**config.mk**
```make
export PLATFORM = sky130hd
export DESIGN_NAME = bbtron_io_controller
export DESIGN_NICKNAME = d
export VERILOG_FILES = /design/src/rtl/bbtron_defs_pkg.sv /design/src/rtl/bbtron_edge_detect.sv /design/src/rtl/bbtron_io_controller.sv
export SDC_FILE = /design/constraint.sdc
export NUM_CORES = 1
export LEC_CHECK = 0
export ABC_AREA = 1
export BUFFER_PORTS_ARGS = -buffer_cell sky130_fd_sc_hd__buf_4
export CORE_MARGIN = 1
export CORE_UTILIZATION = 48
export DETAILED_ROUTE_END_ITERATION = 8
export PLACE_DENSITY = 0.8
export SYNTH_ARGS = -nofsm -noshare
export SYNTH_HDL_FRONTEND = slang
export SYNTH_SLANG_ARGS = --single-unit
```
**constraint.sdc**
```tcl
create_clock -name clock -period 4.2 [get_ports clock]
set_input_delay 0.21 -clock clock [delete_from_list [all_inputs] [get_ports clock]]
set_output_delay 0.21 -clock clock [all_outputs]
set_load 0.02 [all_outputs]
```
**src/rtl/bbtron_defs_pkg.sv**
```systemverilog
// Shared definitions for the BBTRON core: FSM encodings used by both the
// control unit and the I/O controller, the datapath width default, the
// request-decode bundle and a sizing helper for the IN wait counter.
package bbtron_defs;

    // Default datapath width shared with the control unit
    localparam int BBTRON_DATA_W = 32;

    // I/O FSM encodings, kept as plain constants so the control unit can
    // compare against the same values
    localparam logic [1:0] ST_IDLE = 2'd0;
    localparam logic [1:0] ST_WAIT = 2'd1;
    localparam logic [1:0] ST_DONE = 2'd2;

    // Outcome of decoding one IDLE-cycle request
    typedef struct packed {
        logic err;
        logic out_go;
        logic in_go;
    } io_req_t;

    // Width of the IN wait counter: enough bits to hold TIMEOUT, never zero
    function automatic int timeout_cnt_width(input int limit);
        int w;
        w = $clog2(limit + 1);
        return (w < 1) ? 1 : w;
    endfunction

endpackage

```
**src/rtl/bbtron_edge_detect.sv**
```systemverilog
// Per-bit rising-edge detector for the debounced enter buttons. The
// previous level is registered every cycle regardless of what the
// consumer is doing, so a level already high never produces a late edge.
module bbtron_edge_detect #(
    parameter int W = 2
) (
    input  logic         clock,
    input  logic         reset,
    input  logic [W-1:0] level,
    output logic [W-1:0] rise
);

    logic [W-1:0] level_prev;

    // Remember last cycle's button levels
    always_ff @(posedge clock or posedge reset) begin
        if (reset) begin
            level_prev <= '0;
        end else begin
            level_prev <= level;
        end
    end

    // A rise is high now and low on the previous cycle
    always_comb begin
        rise = level & ~level_prev;
    end

endmodule

```
**src/rtl/bbtron_io_controller.sv**
```systemverilog
// I/O controller for the CPU's IN/OUT instructions. OUT writes one of
// N_OUT display registers in a single zero-latency cycle. IN stalls the
// core until the selected channel's enter button rises (or an optional
// timeout expires), then acknowledges with the extended switch value.
// Illegal requests are acknowledged immediately with io_err.
module bbtron_io_controller
    import bbtron_defs::*;
#(
    parameter int DATA_W  = BBTRON_DATA_W,
    parameter int SW_W    = 16,
    parameter int N_IN    = 2,
    parameter int N_OUT   = 3,
    parameter int CH_W    = 2,
    parameter int TIMEOUT = 0
) (
    input  logic                    clock,
    input  logic                    reset,
    input  logic                    in_req,
    input  logic                    out_req,
    input  logic [CH_W-1:0]         chan,
    input  logic                    sign_ext,
    input  logic [DATA_W-1:0]       wr_data,
    output logic [DATA_W-1:0]       rd_data,
    output logic                    stall,
    output logic                    ack,
    output logic                    timeout,
    output logic                    io_err,
    input  logic [N_IN-1:0]         enter_db,
    input  logic [N_IN*SW_W-1:0]    switches,
    output logic [N_OUT*DATA_W-1:0] disp_data,
    output logic [N_OUT-1:0]        disp_valid
);

    localparam int              CNT_W     = timeout_cnt_width(TIMEOUT);
    localparam logic [CNT_W-1:0] CNT_LAST = (TIMEOUT > 0) ? CNT_W'(TIMEOUT - 1) : '0;
    localparam logic [CNT_W-1:0] CNT_MAX  = '1;
    localparam logic [CH_W:0]   IN_LIMIT  = (CH_W + 1)'(N_IN);
    localparam logic [CH_W:0]   OUT_LIMIT = (CH_W + 1)'(N_OUT);

    logic [1:0]              state;
    logic [1:0]              state_next;
    logic [CH_W-1:0]         chan_q;
    logic [CNT_W-1:0]        wait_cnt;
    logic                    timeout_flag;
    logic [N_IN-1:0]         rise;
    logic                    rise_sel;
    logic [SW_W-1:0]         sw_sel;
    logic [DATA_W-1:0]       ext_val;
    logic                    to_hit;
    logic [CH_W:0]           chan_wide;
    logic                    in_bad;
    logic                    out_bad;
    io_req_t                 req;
    logic [DATA_W-1:0]       rd_q;
    logic [N_OUT*DATA_W-1:0] disp_q;
    logic [N_OUT-1:0]        valid_q;

    bbtron_edge_detect #(
        .W (N_IN)
    ) u_edge_detect (
        .clock (clock),
        .reset (reset),
        .level (enter_db),
        .rise  (rise)
    );

    // Classify an IDLE-cycle request as an error, a legal OUT or a legal IN;
    // conflicting or out-of-range requests never change state
    always_comb begin
        req       = '0;
        chan_wide = {1'b0, chan};
        in_bad    = (chan_wide >= IN_LIMIT);
        out_bad   = (chan_wide >= OUT_LIMIT);
        if (state == ST_IDLE) begin
            if (in_req && out_req) begin
                req.err = 1'b1;
            end else if (in_req) begin
                if (in_bad) begin
                    req.err = 1'b1;
                end else begin
                    req.in_go = 1'b1;
                end
            end else if (out_req) begin
                if (out_bad) begin
                    req.err = 1'b1;
                end else begin
                    req.out_go = 1'b1;
                end
            end
        end
    end

    // Pick the latched channel's edge and switch bank, then extend the bank
    // to the datapath width (upper bits replicate the sign bit when asked)
    always_comb begin
        rise_sel = 1'b0;
        sw_sel   = '0;
        for (int c = 0; c < N_IN; c++) begin
            if (chan_q == CH_W'(c)) begin
                rise_sel = rise[c];
                sw_sel   = switches[c*SW_W +: SW_W];
            end
        end
        ext_val             = {DATA_W{sign_ext & sw_sel[SW_W-1]}};
        ext_val[SW_W-1:0]   = sw_sel;
        to_hit              = (TIMEOUT > 0) && (wait_cnt == CNT_LAST);
    end

    // FSM next state: IN waits for its press or timeout, DONE lasts one cycle
    always_comb begin
        state_next = state;
        case (state)
            ST_IDLE: begin
                if (req.in_go) begin
                    state_next = ST_WAIT;
                end
            end
            ST_WAIT: begin
                if (rise_sel || to_hit) begin
                    state_next = ST_DONE;
                end
            end
            ST_DONE: begin
                state_next = ST_IDLE;
            end
            default: begin
                state_next = ST_IDLE;
            end
        endcase
    end

    // FSM state register; reset abandons any IN in progress without ack
    always_ff @(posedge clock or posedge reset) begin
        if (reset) begin
            state <= ST_IDLE;
        end else begin
            state <= state_next;
        end
    end

    // Latch the IN channel and run the saturating wait counter
    always_ff @(posedge clock or posedge reset) begin
        if (reset) begin
            chan_q   <= '0;
            wait_cnt <= '0;
        end else if (req.in_go) begin
            chan_q   <= chan;
            wait_cnt <= '0;
        end else if ((state == ST_WAIT) && (wait_cnt != CNT_MAX)) begin
            wait_cnt <= wait_cnt + CNT_W'(1);
        end
    end

    // Capture the IN result; a press on the final count beats the timeout
    always_ff @(posedge clock or posedge reset) begin
        if (reset) begin
            rd_q         <= '0;
            timeout_flag <= 1'b0;
        end else if (req.in_go) begin
            timeout_flag <= 1'b0;
        end else if (state == ST_WAIT) begin
            if (rise_sel) begin
                rd_q         <= ext_val;
                timeout_flag <= 1'b0;
            end else if (to_hit) begin
                rd_q         <= '0;
                timeout_flag <= 1'b1;
            end
        end
    end

    // Display registers: a legal OUT writes its channel and marks it valid
    always_ff @(posedge clock or posedge reset) begin
        if (reset) begin
            disp_q  <= '0;
            valid_q <= '0;
        end else begin
            for (int c = 0; c < N_OUT; c++) begin
                if (req.out_go && (chan == CH_W'(c))) begin
                    disp_q[c*DATA_W +: DATA_W] <= wr_data;
                    valid_q[c]                 <= 1'b1;
                end
            end
        end
    end

    // Handshake outputs; held low while reset is asserted so the core sees
    // a clean idle controller even if a request is still being presented
    always_comb begin
        stall   = ~reset & (req.in_go | (state == ST_WAIT));
        ack     = ~reset & (req.err | req.out_go | (state == ST_DONE));
        io_err  = ~reset & req.err;
        timeout = ~reset & (state == ST_DONE) & timeout_flag;
    end

    assign rd_data    = rd_q;
    assign disp_data  = disp_q;
    assign disp_valid = valid_q;

endmodule

```
Word level (Yosys, flattened, before mapping). Index checks and enable logic that the tools add are counted.

Flip-flop bits (word level): 123. Bits of input ports: 73. Output and inout port bits: 135. Word-level logic and storage cells: 66.

Order comparisons: 2. Equal/unequal tests: 7. Muxes and demuxes: 21. Bitwise logic cells: 13. Reduce and logical (&&, ||, !) cells: 12.

Operators by type and width (number): $mux 16 (2); $mux 1 (13); $mux 2 (4); $and 1x1->1 (6); $eq 2x1->1 const B (3); $logic_not 2->1 (3); $eq 2x2->1 const B (2); $ge 2x2->1 const B (2); $logic_and 1x1->1 (4); $ne 2x2->1 const B (2); $pmux 2 s2 (1); $reduce_and 2->1 (2); $reduce_bool 2->1 (2); $mux 3 (1); $or 1x1->1 (3); $reduce_and 3->1 (1); $and 2x2->2 (1); $not 1->1 (2); $not 2->2 (1).

Depth between registers and ports, before layout.
Depth in word-level cells: 9. Mapped depth: 8. Mapped depth without buffers: 7.

Cells and area by module. A second synthesis with hierarchy kept.

Cells, all modules: 574. Area total of the unflattened synthesis: 5082.4 um^2.

By module, submodules not included: bbtron_io_controller (times used 1, cells each 567, area an instance 5008.6 um^2, sequential area each 3002.9 um^2); bbtron_edge_detect (times used 1, cells each 7, area an instance 73.8 um^2, sequential area each 50.0 um^2).

Worst setup path after synthesis. Ideal clock, no wire load.

Path type: input to output. From: input port reset. To: output port ack. Data arrival time: 3324 ps. Required time: 3990 ps. Slack: 666 ps. Cell stages on the path: 3. Buffers on the path: 0. Cell sequence: inv_1 -> nand2_1 -> a21oi_1.

Longest elaborated chain between the ends: 2.

Ends and longest elaborated chain: start, declared (line bbtron_io_controller.sv:17) `input logic reset,`; $not 1->1 (line bbtron_io_controller.sv:191) `ack = ~reset & (req.err | req.out_go | (state == ST_DONE));`; $and 1x1->1 (line bbtron_io_controller.sv:191); end, declared (line bbtron_io_controller.sv:25) `output logic ack,`.

Every way passes these cells.

Worst setup path in the final report.
From: register state[0]. To: output port stall.

Longest elaborated chain between the ends: 4. Elaborated cells on any way between the ends: 5. Classes of those cells: eq/ne (1); mux (1); bitwise (2); reduce/logical (1).

Ends and longest elaborated chain: start, declared (line bbtron_io_controller.sv:40) `logic [1:0] state;`; start signal, assigned (line bbtron_io_controller.sv:137) `state <= state_next;`; $logic_not 2->1 (line bbtron_io_controller.sv:74) `if (state == ST_IDLE) begin`; $mux 3 (line bbtron_io_controller.sv:74); $or 1x1->1 (*) (line bbtron_io_controller.sv:190) `stall = ~reset & (req.in_go | (state == ST_WAIT));`; $and 1x1->1 (*) (line bbtron_io_controller.sv:190); end, declared (line bbtron_io_controller.sv:24) `output logic stall,`.

Every way passes the cells marked *; elsewhere a longest branch is shown, timed or not.

==> metrics <==
status complete, no violations; Post-Synth XOR/XNOR Area 0%; Starting Density between 40 and 50%; H-tree depth 4; Inserted Clock Buffers 17; DP Wirelength between 8000 and 9000 um; DR pass1 iterations 5; setup violators final 0; HP Class in2reg; final setup margin 1950 ps; largest net degree at the start of global routing 69; Slowest-stage cell, CP nor2_2; Synth Area in Compound Gates 11.4%; setup TNS 0 ps; CP delay by family, top simple AND/OR/NAND/NOR gates; Fmax achieved 445 MHz; Antenna Nets Post-Route 0; critical path launch point type register; Post-CTS Setup Inserts 0; Mapped Area 0.00513 sq mm; I/O Pins 208; root buffer cell clkbuf_8; Largest stage delay, worst path 630 ps; Setup WS pre-CTS 2180 ps; Arr. time, crit path about 2000 ps; row count 37; mean post-synth cell area 9.50 sq um; most used cell, CP inv_1; I/O Buffers a little over 200; clock buffer depth 2; hold depth 3; gr ovfl total 0; MaxCap Viol Count 0; cells after synthesis 540; Residual DRC 0; Resize count post-CTS 0; initial antenna violation count 0; WL final 12,500 um; Die W 105 um; mux cell area share after synthesis 0%; Max VDD drop approximately 0.43 mV; Vias/cell 4.84; RSZ-0062 raised after global routing no; critical path class reg2out; die area 0.0111 sq mm; clk_lat worst skew about 500 ps; CP Cell Sequence inv_1 > nor2_2 > inv_1 > a21oi_1 > buf_4; syn_nets 613; largest family of logic cells by synthesized area simple AND/OR/NAND/NOR gates; Crit Path Max Fanout 19; initial detailed-routing violation count 277; synth warn 0; fin nets 824; Reg clk slew, reported paths 60 ps; final slew viol count 0; Hold Violations, Final 0; Seq cells post-synth between 100 and 150; Worst-Margin Slew 1170 ps; Synth Area in Adders 0%; CTS tree built; first-pass GRT wire length approximately 21,000 um; cells on worst reg2reg path 7; Pleak 4.03 nW; Buffers & Inverters on Critical Path 3; Die Height 105 um; RePlAce Congestion 0.780; Tmin final around 2200 ps; Setup crit end kind output port; slew margin rel. 21.6%; number of vias in the routed layout 4,358; Worst Skew 6.68 ps; layout cell share with drive strength beyond 1 roughly 36%; total track usage a little under a quarter; Period Utilization, post-route 53.5%; Layout area overhead 44.3%; vias in the first global route 4,364; Synth Area in Simple Gates 18.5%; post-synthesis sequential area ratio 59.5%; n_diodes 0; routed length per placed instance 13.8 um; CP required 3990 ps; hold buffers post-CTS 26; Clock Sinks 122; Core Region 0.0103 sq mm; synth unique cells 22; PwrDens between 800 and 900 mW/mm^2; Crit. path cell count 5
[cell usage in the layout, fill, tap and decap left out, drive strengths merged, types with 3 or more instances in the layout]
cell type	count
buf	208
nor2	12
inv	49
a21oi	3
nand3	20
dlygate4sd3	26
nand2	194
clkbuf	19
o21ai	97
clkinv	4
bufinv	5
dfrtp	122
[per-stage QoR]
stage	instance area, sq um	hold slack [ps]	instances	power (mW)	utilization, %
after detailed placement	6500	332	842	4.72	62.9
after global placement	6500	331	842	4.65	62.9
after floorplan	5130	241	540	3.59	-
after global routing	7410	7.69	900	6.67	71.7
final	7410	14.7	900	6.31	71.7
after CTS	7410	1.33	900	6.35	71.7
[cell families (layout without fill, tap and decap cells)]
kind of cell | after synthesis | in the layout
AND/OR/NAND/NOR | 228 | 228
flip-flops | 122 | 122
AO/OA/AOI/OAI | 100 | 100
buffers and inverters | 89 | 313
other | 1 | 1
[flip-flops by register name, indices dropped and copies added, names as in the netlist]
name	cells
u_edge_detect.level_prev	2
state	2
rd_data	17
disp_valid	3
chan_q	2
disp_data	96
[worst paths after layout]
| path | startpoint | endpoint | slack, ps |
|---|---|---|---|
| max in group asynchronous | reset | chan_q[1] | 2490 |
| max | state[0] | stall | 1950 |
| min | wr_data[28] | disp_data[60] | 10 |
| min reg2reg | disp_valid[2] | disp_valid[2] | 470 |
| min in group asynchronous | reset | rd_data[4] | 410 |
| max reg2reg | state[1] | disp_data[54] | 2150 |
[tightest hold or removal path, delay by kind of cell]
family                 cells  cell delay (ps)
AO/OA/AOI/OAI              1              120
buffers and inverters      2              140
[cell usage after synthesis, drive strengths merged]
master    n  area, sq um
inv      47          176
conb      1         3.75
nand3    20          105
nand4     2         12.5
a21oi     3         15.0
clkbuf    3         11.3
nand2   194          756
dfrtp   122         3050
nor2     12         73.8
buf      39          357
o21ai    97          568
[layout make-up]
cell class	count	area [sq um]
Inverter	47	179
Clock inverter	13	216
Tap cell	136	170
Timing Repair Buffer	234	1820
Clock buffer	19	432
Fill cell	752	2920
Sequential cell	122	3050
Multi-Input combinational cell	329	1530
[power breakdown]
group | internal, mW | switching [mW] | total [mW]
sequential | 1.72 | 0.352 | 2.07
clock | 1.05 | 0.537 | 1.59
combinational | 1.10 | 1.55 | 2.65
total | 3.87 | 2.44 | 6.31
[layer usage]
metal  track usage (%)  vias to the layer above  wire length [um]
met4              7.55                        0               186
met5                 0                        -                 0
met1              29.6                     2078              5220
met2              40.0                      148              6300
li1                  -                     2114                 -
met3              6.56                       18               754
Power figures use the tool's default switching activity.
